==> src/rtl/riscv_fetch_pkg.sv <==
// Shared types for the instruction fetch front end.
//   fetch_state_t : controller FSM states (IDLE, RUN, FAULT)
//   fetch_entry_t : one buffered fetch, the word plus the PC it came from
//   INSTR_BYTES   : fetch stride in bytes
`timescale 1ns/1ps
package riscv_fetch_pkg;

  typedef enum logic [1:0] {
    IDLE  = 2'd0,
    RUN   = 2'd1,
    FAULT = 2'd2
  } fetch_state_t;

  localparam int unsigned INSTR_BYTES = 4;

  typedef struct packed {
    logic [31:0] pc;
    logic [31:0] instr;
  } fetch_entry_t;

endpackage

==> src/rtl/fetch_buffer.sv <==
// Small circular FIFO of fetch entries between the fetch PC and decode.
// Ports:
//   clk, reset      : clock, asynchronous active-high reset
//   push, tail      : write tail entry (caller guarantees !full or a same-cycle pop)
//   pop             : drop the head entry (caller guarantees !empty)
//   flush           : discard every entry; has priority over push/pop
//   count/full/empty: occupancy
//   head            : oldest entry; reads the reset value 0 until first write
`timescale 1ns/1ps
module fetch_buffer
  import riscv_fetch_pkg::*;
#(
  parameter int DEPTH = 2,
  localparam int PW = $clog2(DEPTH),
  localparam int CW = PW + 1
) (
  input  logic          clk,
  input  logic          reset,
  input  logic          push,
  input  logic          pop,
  input  logic          flush,
  input  fetch_entry_t  tail,
  output logic [CW-1:0] count,
  output logic          full,
  output logic          empty,
  output fetch_entry_t  head
);

  fetch_entry_t  entries [DEPTH];
  logic [PW-1:0] head_ptr;
  logic [PW-1:0] tail_ptr;

  // DEPTH is a power of two, so the pointers wrap by plain overflow.
  always_ff @(posedge clk or posedge reset) begin
    if (reset) begin
      head_ptr <= '0;
      tail_ptr <= '0;
      count    <= '0;
      for (int i = 0; i < DEPTH; i++) entries[i] <= '0;
    end else if (flush) begin
      head_ptr <= '0;
      tail_ptr <= '0;
      count    <= '0;
    end else begin
      if (push) begin
        entries[tail_ptr] <= tail;
        tail_ptr          <= tail_ptr + 1'b1;
      end
      if (pop) head_ptr <= head_ptr + 1'b1;
      if (push && !pop)      count <= count + 1'b1;
      else if (pop && !push) count <= count - 1'b1;
    end
  end

  assign full  = (count == CW'(DEPTH));
  assign empty = (count == '0);
  assign head  = entries[head_ptr];

endmodule

==> src/rtl/fetch_controller.sv <==
// Instruction fetch controller: owns the fetch PC, drives the combinational
// instruction memory, buffers returned words and hands them to decode.
// Ports:
//   clk, reset         : clock, asynchronous active-high reset
//   en                 : fetch enable
//   imem_pc/imem_instr : memory address out, same-cycle word back
//   redirect_valid/pc  : taken branch/jump target (highest priority)
//   out_valid/out_ready: head handshake to decode
//   out_pc/out_instr   : head entry; out_pc_plus4 = out_pc + 4 (mod 2^32)
//   fault              : sticky misaligned-redirect flag, cleared only by reset
//   fetch_count        : number of accepted handshakes (wraps)
`timescale 1ns/1ps
module fetch_controller
  import riscv_fetch_pkg::*;
#(
  parameter logic [31:0] RESET_PC = 32'h0000_0000,
  parameter int          DEPTH    = 2
) (
  input  logic        clk,
  input  logic        reset,
  input  logic        en,
  output logic [31:0] imem_pc,
  input  logic [31:0] imem_instr,
  input  logic        redirect_valid,
  input  logic [31:0] redirect_pc,
  output logic        out_valid,
  input  logic        out_ready,
  output logic [31:0] out_pc,
  output logic [31:0] out_instr,
  output logic [31:0] out_pc_plus4,
  output logic        fault,
  output logic [31:0] fetch_count
);

  localparam int          CW   = $clog2(DEPTH) + 1;
  localparam logic [31:0] STEP = 32'(INSTR_BYTES);

  fetch_state_t  state;
  fetch_state_t  state_next;
  logic [31:0]   fetch_pc;
  logic          push;
  logic          pop;
  logic          flush;
  logic          misaligned;
  logic          take_redirect;
  logic [CW-1:0] buf_count;
  logic          buf_full;
  logic          buf_empty;
  fetch_entry_t  head;
  fetch_entry_t  tail;

  // Redirects are dead once faulted; only reset leaves FAULT.
  assign misaligned    = (redirect_pc[1:0] != 2'b00);
  assign take_redirect = redirect_valid && (state != FAULT);
  assign tail          = '{pc: fetch_pc, instr: imem_instr};

  always_ff @(posedge clk or posedge reset) begin
    if (reset) state <= IDLE;
    else       state <= state_next;
  end

  always_comb begin
    state_next = state;
    case (state)
      IDLE, RUN: begin
        if (take_redirect && misaligned) state_next = FAULT;
        else                             state_next = en ? RUN : IDLE;
      end
      FAULT:   state_next = FAULT;
      default: state_next = IDLE;
    endcase
  end

  // Any redirect flushes the buffer; a pop in the same cycle still counts
  // because decode already consumed the head. A full buffer may only take
  // a new word when the head leaves in the same cycle.
  always_comb begin
    out_valid = !buf_empty && (state != FAULT);
    fault     = (state == FAULT);
    pop       = out_valid && out_ready;
    flush     = take_redirect;
    push      = (state == RUN) && en && !redirect_valid && (!buf_full || pop);
  end

  // A misaligned target leaves fetch_pc untouched so the faulting context
  // stays visible on imem_pc.
  always_ff @(posedge clk or posedge reset) begin
    if (reset)                            fetch_pc <= RESET_PC;
    else if (take_redirect && !misaligned) fetch_pc <= redirect_pc;
    else if (push)                        fetch_pc <= fetch_pc + STEP;
  end

  always_ff @(posedge clk or posedge reset) begin
    if (reset)    fetch_count <= '0;
    else if (pop) fetch_count <= fetch_count + 32'd1;
  end

  fetch_buffer #(.DEPTH(DEPTH)) u_buffer (
    .clk   (clk),
    .reset (reset),
    .push  (push),
    .pop   (pop),
    .flush (flush),
    .tail  (tail),
    .count (buf_count),
    .full  (buf_full),
    .empty (buf_empty),
    .head  (head)
  );

  assign imem_pc      = fetch_pc;
  assign out_pc       = head.pc;
  assign out_instr    = head.instr;
  assign out_pc_plus4 = head.pc + STEP;

  occupancy_consistent: assert property (
    @(posedge clk) disable iff (reset) ((buf_count == '0) == buf_empty)
  );

endmodule
==> config.mk <==
export PLATFORM = sky130hd
export DESIGN_NAME = fetch_controller
export DESIGN_NICKNAME = d
export VERILOG_FILES = /design/src/rtl/riscv_fetch_pkg.sv /design/src/rtl/fetch_buffer.sv /design/src/rtl/fetch_controller.sv
export SDC_FILE = /design/constraint.sdc
export NUM_CORES = 1
export LEC_CHECK = 0
export CAP_MARGIN = 10
export CORE_UTILIZATION = 30
export DETAILED_ROUTE_END_ITERATION = 10
export SETUP_SLACK_MARGIN = 0.15
export SLEW_MARGIN = 20
export SYNTH_ARGS = -nofsm -noshare
export SYNTH_HDL_FRONTEND = slang
export SYNTH_SLANG_ARGS = --single-unit
==> constraint.sdc <==
create_clock -name clk -period 10.4 [get_ports clk]
set_input_delay 2.08 -clock clk [delete_from_list [all_inputs] [get_ports clk]]
set_output_delay 2.08 -clock clk [all_outputs]
set_load 0.03 [all_outputs]
==> impl_metrics.tcl, run 1 <==
set metrics [dict create \
    grt_max_degree 132 \
    ir_drop_uv 119 \
    place_area_sq_mm 0.0124 \
    yosysWarnings 0 \
    r2r_end "u_buffer.entries[54]$_DFFE_PP0P_" \
    pwr-share-clk 0.203 \
    clock_path_buffers 2 \
    avgSynthCellArea_sq_um 11.8 \
    final_util 0.410 \
    start_util 0.306 \
    yosysMostFrequentCell "dfrtp_1" \
    p_sw_mw 1.34 \
    p_int_mw 1.95 \
    timing_worst_slew_pin_value_ps 1000 \
    crit_family "buffers and inverters" \
    synth-simple-area-share 0.125 \
    crit_type "register to output pin" \
    post-cts-setup-buffers 0 \
    hold_viol 0 \
    cp-start-kind "register" \
    firstDrtPassIters 4 \
    comb_power_share 0.437 \
    tns_ps 0 \
    synth_ff_type "dfrtp_1" \
    synth_top_area_share 0.512 \
    synth_edf_count 0 \
    syn_area_sq_mm 0.00969 \
    status "complete, no violations" \
    synthTopCellsByArea "dfrtp_1 (51%), mux2_2 (21%), xor2_1 (4.0%)" \
    endpoint_kind "output pin" \
    p_leak_nw 5.67 \
    area_growth_pct 34.0 \
    power_mw 3.28 \
    drt_iter0_markers 466 \
    syn_nets 894 \
    reg2reg_depth 4 \
    critical_path.slowest_cell "clkdlybuf4s50_1" \
    reg2reg_slack_ps 7560 \
    grt_antenna_before_repair 2 \
    nFillCells 3049 \
    vias_per_cell 4.84 \
    cp.required_ps 8320 \
    fin_skew_ps 13.1 \
    cp_slowest_stage_delay_ps 720 \
    wl_per_cell_microns 17.7 \
    antenna_cells 0 \
    max_freq_mhz 146 \
    gr-usage-all-layers 0.157 \
    holdBufCountCts 0 \
    clkTransAtPathRegs_ps 80 \
    die_x_microns 182 \
    vias 7034 \
    synthTopCellsByCount "dfrtp_1 (198), mux2_2 (178), nand2_1 (73), xor2_1 (44), xnor2_1 (40)" \
    min-delay-start "fetch_count[31]$_DFFE_PP0P_" \
    port_buffers 230 \
    synth_xor_area_frac 0.0760 \
    rsz0062_at_grt "no" \
    dieArea_sq_mm 0.0330 \
    hold_depth 1 \
    yosys.area_share.adder 0.00388 \
    hold_ws_ps 476 \
    gp_congestion 0.803 \
    ctsResizeCount 0 \
    rr_startpoint "u_buffer.count[0]$_DFFE_PP0P_" \
    drt-total-wl_microns 25700 \
    die_h_microns 182 \
    final_area_sq_mm 0.0130 \
    yosys_register_bits 198 \
    ant_nets 0 \
    switching_share 0.407 \
    synthMuxAreaShare 0.222 \
    slew_violations 0 \
    htree_levels 4 \
    cts_root_buffer "clkbuf_16" \
    grt_pass1_vias 7122 \
    ys_types 53 \
    crit_buf_inv 4 \
    min_path_type "register to register" \
    synth_cells 822 \
    cp_cell_sequence "buf_4 > mux2i_1 > inv_1 > ha_1 > inv_1 > a211oi_1 > and3_1 > nor3b_1 > xnor2_1 > clkdlybuf4s50_1" \
    pin_count 231 \
    dp_hpwl_microns 17700 \
    yosysTopAreaCell "dfrtp_1" \
    cap_violations 0 \
    nets 1111 \
    grt_pass1_wl_microns 40800 \
    fin_crit_sh 0.656 \
    pwr-share-seq 0.360 \
    route.detailed.drc 0 \
    arrival_ps 4750 \
    setup_viol 0 \
    num_rows 65 \
    overflow 0 \
    numCtsBuffers 17 \
    synthArstFlopShare 1.00 \
    min_period_ps 6830 \
    clock-sinks 198 \
    cpMostUsedCell "inv_1" \
    synth_top_family_by_area "multiplexers" \
    yosysSeqAreaShare 0.512 \
    final_layout_size_suffix_gt1_frac 0.221 \
    core_sq_mm 0.0316 \
    path_max_fanout 77 \
    power_density_mw_per_mm2 253 \
    min_to "fetch_count[31]$_DFFE_PP0P_" \
    clock_latency_ps 430 \
    cts_tree "yes" \
    relSlewSlack 0.324 \
    synth_compound_area_frac 0.0359 \
]
-- power by group through the flow --
stage / combinational [mW] / clock, mW / sequential (mW)
floorplan: 0.782 / 0 / 1.24
global placement: 1.44 / 0 / 1.20
detailed placement: 1.45 / 0 / 1.20
CTS: 1.45 / 0.690 / 1.18
global route: 1.52 / 0.721 / 1.22
finish: 1.43 / 0.666 / 1.18
-- layer usage --
layer | routed length, microns | part of all wire | up-vias | global-route usage
li1 | - | - | 3347 | -
met1 | 11800 | 0.46 | 3471 | 0.211
met2 | 11800 | 0.46 | 203 | 0.251
met3 | 1920 | 0.075 | 11 | 0.0473
met4 | 155 | 0.0060 | 2 | 0.0302
met5 | 13 | 0.00051 | - | 0
-- worst max path at each step --
stage	startpoint	to	slack [ps]	depth (start not counted)
global placement	u_buffer.head_ptr$_DFFE_PP0P_	out_pc_plus4[30]	3870	10
floorplan	reset	fetch_count[0]$_DFFE_PP0P_	2920	1
detailed placement	u_buffer.head_ptr$_DFFE_PP0P_	out_pc_plus4[30]	3810	10
global route	u_buffer.head_ptr$_DFFE_PP0P_	out_pc_plus4[30]	3190	10
CTS	u_buffer.head_ptr$_DFFE_PP0P_	out_pc_plus4[30]	3330	10
finish	u_buffer.head_ptr$_DFFE_PP0P_	out_pc_plus4[30]	3570	10
-- state kept, by name, indices dropped and copies added, names as in the netlist --
name,flops
u_buffer.entries,128
fetch_count,32
imem_pc,32
state,2
u_buffer.count,2
u_buffer.head_ptr,1
u_buffer.tail_ptr,1
-- placed cells by master, fill, tap and decap left out, types with 2 or more instances in the layout --
| cell type | synthesis | layout |
|---|---|---|
| a221o_1 | 2 | 2 |
| a21oi_1 | 3 | 3 |
| nand3b_1 | 2 | 2 |
| nand3_1 | 32 | 32 |
| or3_1 | 2 | 2 |
| mux2i_1 | 11 | 11 |
| o21ai_0 | 33 | 33 |
| nor2b_1 | 2 | 2 |
| clkbuf_16 | 0 | 17 |
| a31oi_1 | 3 | 3 |
| nand4_1 | 28 | 28 |
| mux2_2 | 178 | 178 |
| nand2_1 | 73 | 72 |
| nor3_1 | 15 | 15 |
| nand2b_1 | 3 | 3 |
| buf_4 | 2 | 5 |
| and4_1 | 6 | 6 |
| ha_1 | 3 | 3 |
| clkinv_4 | 0 | 5 |
| a22oi_1 | 3 | 3 |
| mux2_1 | 3 | 3 |
| inv_2 | 2 | 2 |
| inv_1 | 18 | 17 |
| and2_1 | 3 | 3 |
| nand4b_1 | 6 | 6 |
| and3_1 | 8 | 7 |
| clkdlybuf4s50_1 | 0 | 230 |
| nor4_1 | 4 | 3 |
| nor4_2 | 4 | 4 |
| nor3b_1 | 3 | 3 |
| a311oi_1 | 2 | 2 |
| nor2_1 | 31 | 31 |
| xnor2_1 | 40 | 40 |
| dfrtp_1 | 198 | 197 |
| inv_8 | 0 | 5 |
| xor2_1 | 44 | 44 |
| a211oi_1 | 3 | 3 |
-- area by class of cell --
class / instances / area (sq um) / share of cell area
repair buffers: 235 / 2340 / 0.180
clock inverters: 13 / 140 / 0.0108
inverters: 20 / 82.6 / 0.00636
flip-flops and latches: 198 / 4960 / 0.382
clock buffers: 19 / 443 / 0.0341
multi-input cells: 567 / 4510 / 0.348
well taps: 402 / 503 / 0.0388
-- cell families after synthesis --
group,count (synthesis)
and+or+nand+nor,231
DFF,198
muxes,192
xor gates and xnor gates,84
AOI/OAI and AO/OA,57
buffers and inverters,57
adders and majority gates,3
-- metrics by stage --
stage                     setup WS (ps)  cells
final                              3570   1454
after global routing               3190   1454
after CTS                          3330   1454
after detailed placement           3810   1422
after global placement             3870   1422
after floorplan                    2920    822
(Power assumes the default switching activity.)
==> run 2, diff against run 1 <==
- clock period: 10.4 -> 6.3 ns (I/O delays scaled with it)
==> impl_metrics.tcl, run 2 (synthesis results as in run 1) <==
set metrics [dict create \
    clock_path_buffers 2 \
    cp-start-kind "register" \
    status "complete, no violations" \
    max_freq_mhz 182 \
    pin_count 231 \
    min_path_type "register to register" \
    cap_violations 0 \
    grt_max_degree 115 \
    min_period_ps 5480 \
    overflow 0 \
    final_cell_mix "clkdlybuf4s50_1 (230), dfrtp_1 (197), mux2_2 (178)" \
    arrival_ps 4220 \
    holdBufCountCts 0 \
    grt_antenna_before_repair 3 \
    num_rows 65 \
    dp_hpwl_microns 18000 \
    clkTransAtPathRegs_ps 80 \
    r2r_end "u_buffer.entries[13]$_DFFE_PP0P_" \
    timing_worst_slew_pin_value_ps 995 \
    min_to "fetch_count[31]$_DFFE_PP0P_" \
    dieArea_sq_mm 0.0330 \
    ir_drop_uv 164 \
    tns_ps 0 \
    ctsResizeCount 0 \
    firstDrtPassIters 5 \
    final_layout_size_suffix_gt1_frac 0.224 \
    grt_pass1_vias 7128 \
    drt-total-wl_microns 25400 \
    rr_startpoint "u_buffer.count[0]$_DFFE_PP0P_" \
    fin_skew_ps 9.18 \
    antenna_cells 0 \
    port_buffers 230 \
    dp_cells 1426 \
    relSlewSlack 0.330 \
    clock-sinks 198 \
    post-cts-setup-buffers 0 \
    drt_iter0_markers 323 \
    reg2reg_slack_ps 3280 \
    nets 1115 \
    hold_viol 0 \
    die_h_microns 182 \
    vias 7120 \
    dpl_worst_slack_ps 1230 \
    vias_per_cell 4.89 \
    largest_register "u_buffer.entries" \
    cp.required_ps 5040 \
    finalWorstSetupSlack_ps 819 \
    cts_root_buffer "clkbuf_16" \
    largest_reg_flops 128 \
    layout_commonest_cell "clkdlybuf4s50_1" \
    die_x_microns 182 \
    p_leak_nw 5.67 \
    endpoint_kind "output pin" \
    numCtsBuffers 17 \
    min-delay-start "fetch_count[31]$_DFFE_PP0P_" \
    gr-usage-all-layers 0.156 \
    rsz0062_at_grt "no" \
    gp_congestion 0.805 \
    area_growth_pct 34.1 \
    hold_depth 1 \
    grt_pass1_wl_microns 40400 \
    start_util 0.306 \
    wl_per_cell_microns 17.4 \
    power_density_mw_per_mm2 413 \
    route.detailed.drc 0 \
    cts_tree "yes" \
    ant_nets 0 \
    reg2reg_depth 6 \
    instances_no_fill 1457 \
    hold_ws_ps 471 \
    core_sq_mm 0.0316 \
    path_max_fanout 63 \
    clock_latency_ps 420 \
    fin_crit_sh 0.870 \
    setup_viol 0 \
    slew_violations 0 \
    crit_type "register to output pin" \
    power_mw 5.36 \
    htree_levels 4 \
]
==> run 2: cell types whose count changed in the layout (fill, tap and decap cells not counted), sizes merged <==
| cell | previous run | this run |
|---|---|---|
| buf | 5 | 9 |
| clkinvlp | 1 | 4 |
| bufinv | 1 | 0 |
| clkbuf | 19 | 18 |
| clkinv | 6 | 5 |
| inv | 25 | 24 |
==> run 2: metrics by stage <==
step | instance area, sq um | utilization
after global placement | 12400 | 0.393
after CTS | 13000 | 0.410
after global routing | 13000 | 0.411
final | 13000 | 0.411
after floorplan | 9690 | -
after detailed placement | 12400 | 0.393
==> run 2: how the worst max path moves through the flow <==
stage / start / to / cells past startpoint
finish: u_buffer.head_ptr$_DFFE_PP0P_ / out_pc_plus4[26] / 9
global route: u_buffer.head_ptr$_DFFE_PP0P_ / out_pc_plus4[26] / 9
CTS: u_buffer.head_ptr$_DFFE_PP0P_ / out_pc_plus4[26] / 9
detailed placement: u_buffer.head_ptr$_DFFE_PP0P_ / out_pc_plus4[26] / 9
global placement: u_buffer.head_ptr$_DFFE_PP0P_ / out_pc_plus4[26] / 9
floorplan: u_buffer.head_ptr$_DFFE_PP0P_ / out_pc_plus4[30] / 13
==> run 2: worst max-delay path, cell delays in order (launching register included) <==
cell             delay, ps
dfrtp_4                910
mux2i_1                210
inv_1                  110
ha_1                   210
inv_1                   60
a211oi_1               650
and3_1                 470
nor3b_1                290
xor2_1                 170
clkdlybuf4s50_1        680
==> run 2: area by class of cell <==
type                       count  area (sq um)
clock buffer                  18           439
clock inverter                13           118
fill                        3035         18600
inverter                      20          78.8
multi-input combinational    567          4510
sequential                   198          4960
tap                          402           503
timing repair buffer         239          2380
==> run 2: power breakdown <==
part	switching, mW	total, mW	leakage (nW)	internal, mW
combinational	1.26	2.33	2.77	1.07
sequential	0.415	1.99	2.63	1.57
clock	0.518	1.05	0.265	0.529
total	2.19	5.36	5.67	3.17
==> run 2: metal layers <==
layer,share of wire,up-vias,global-route usage
met4,0.0078,6,0.0332
met2,0.46,201,0.255
met1,0.45,3530,0.200
met5,0.0016,-,0
met3,0.073,21,0.0515
li1,-,3362,-
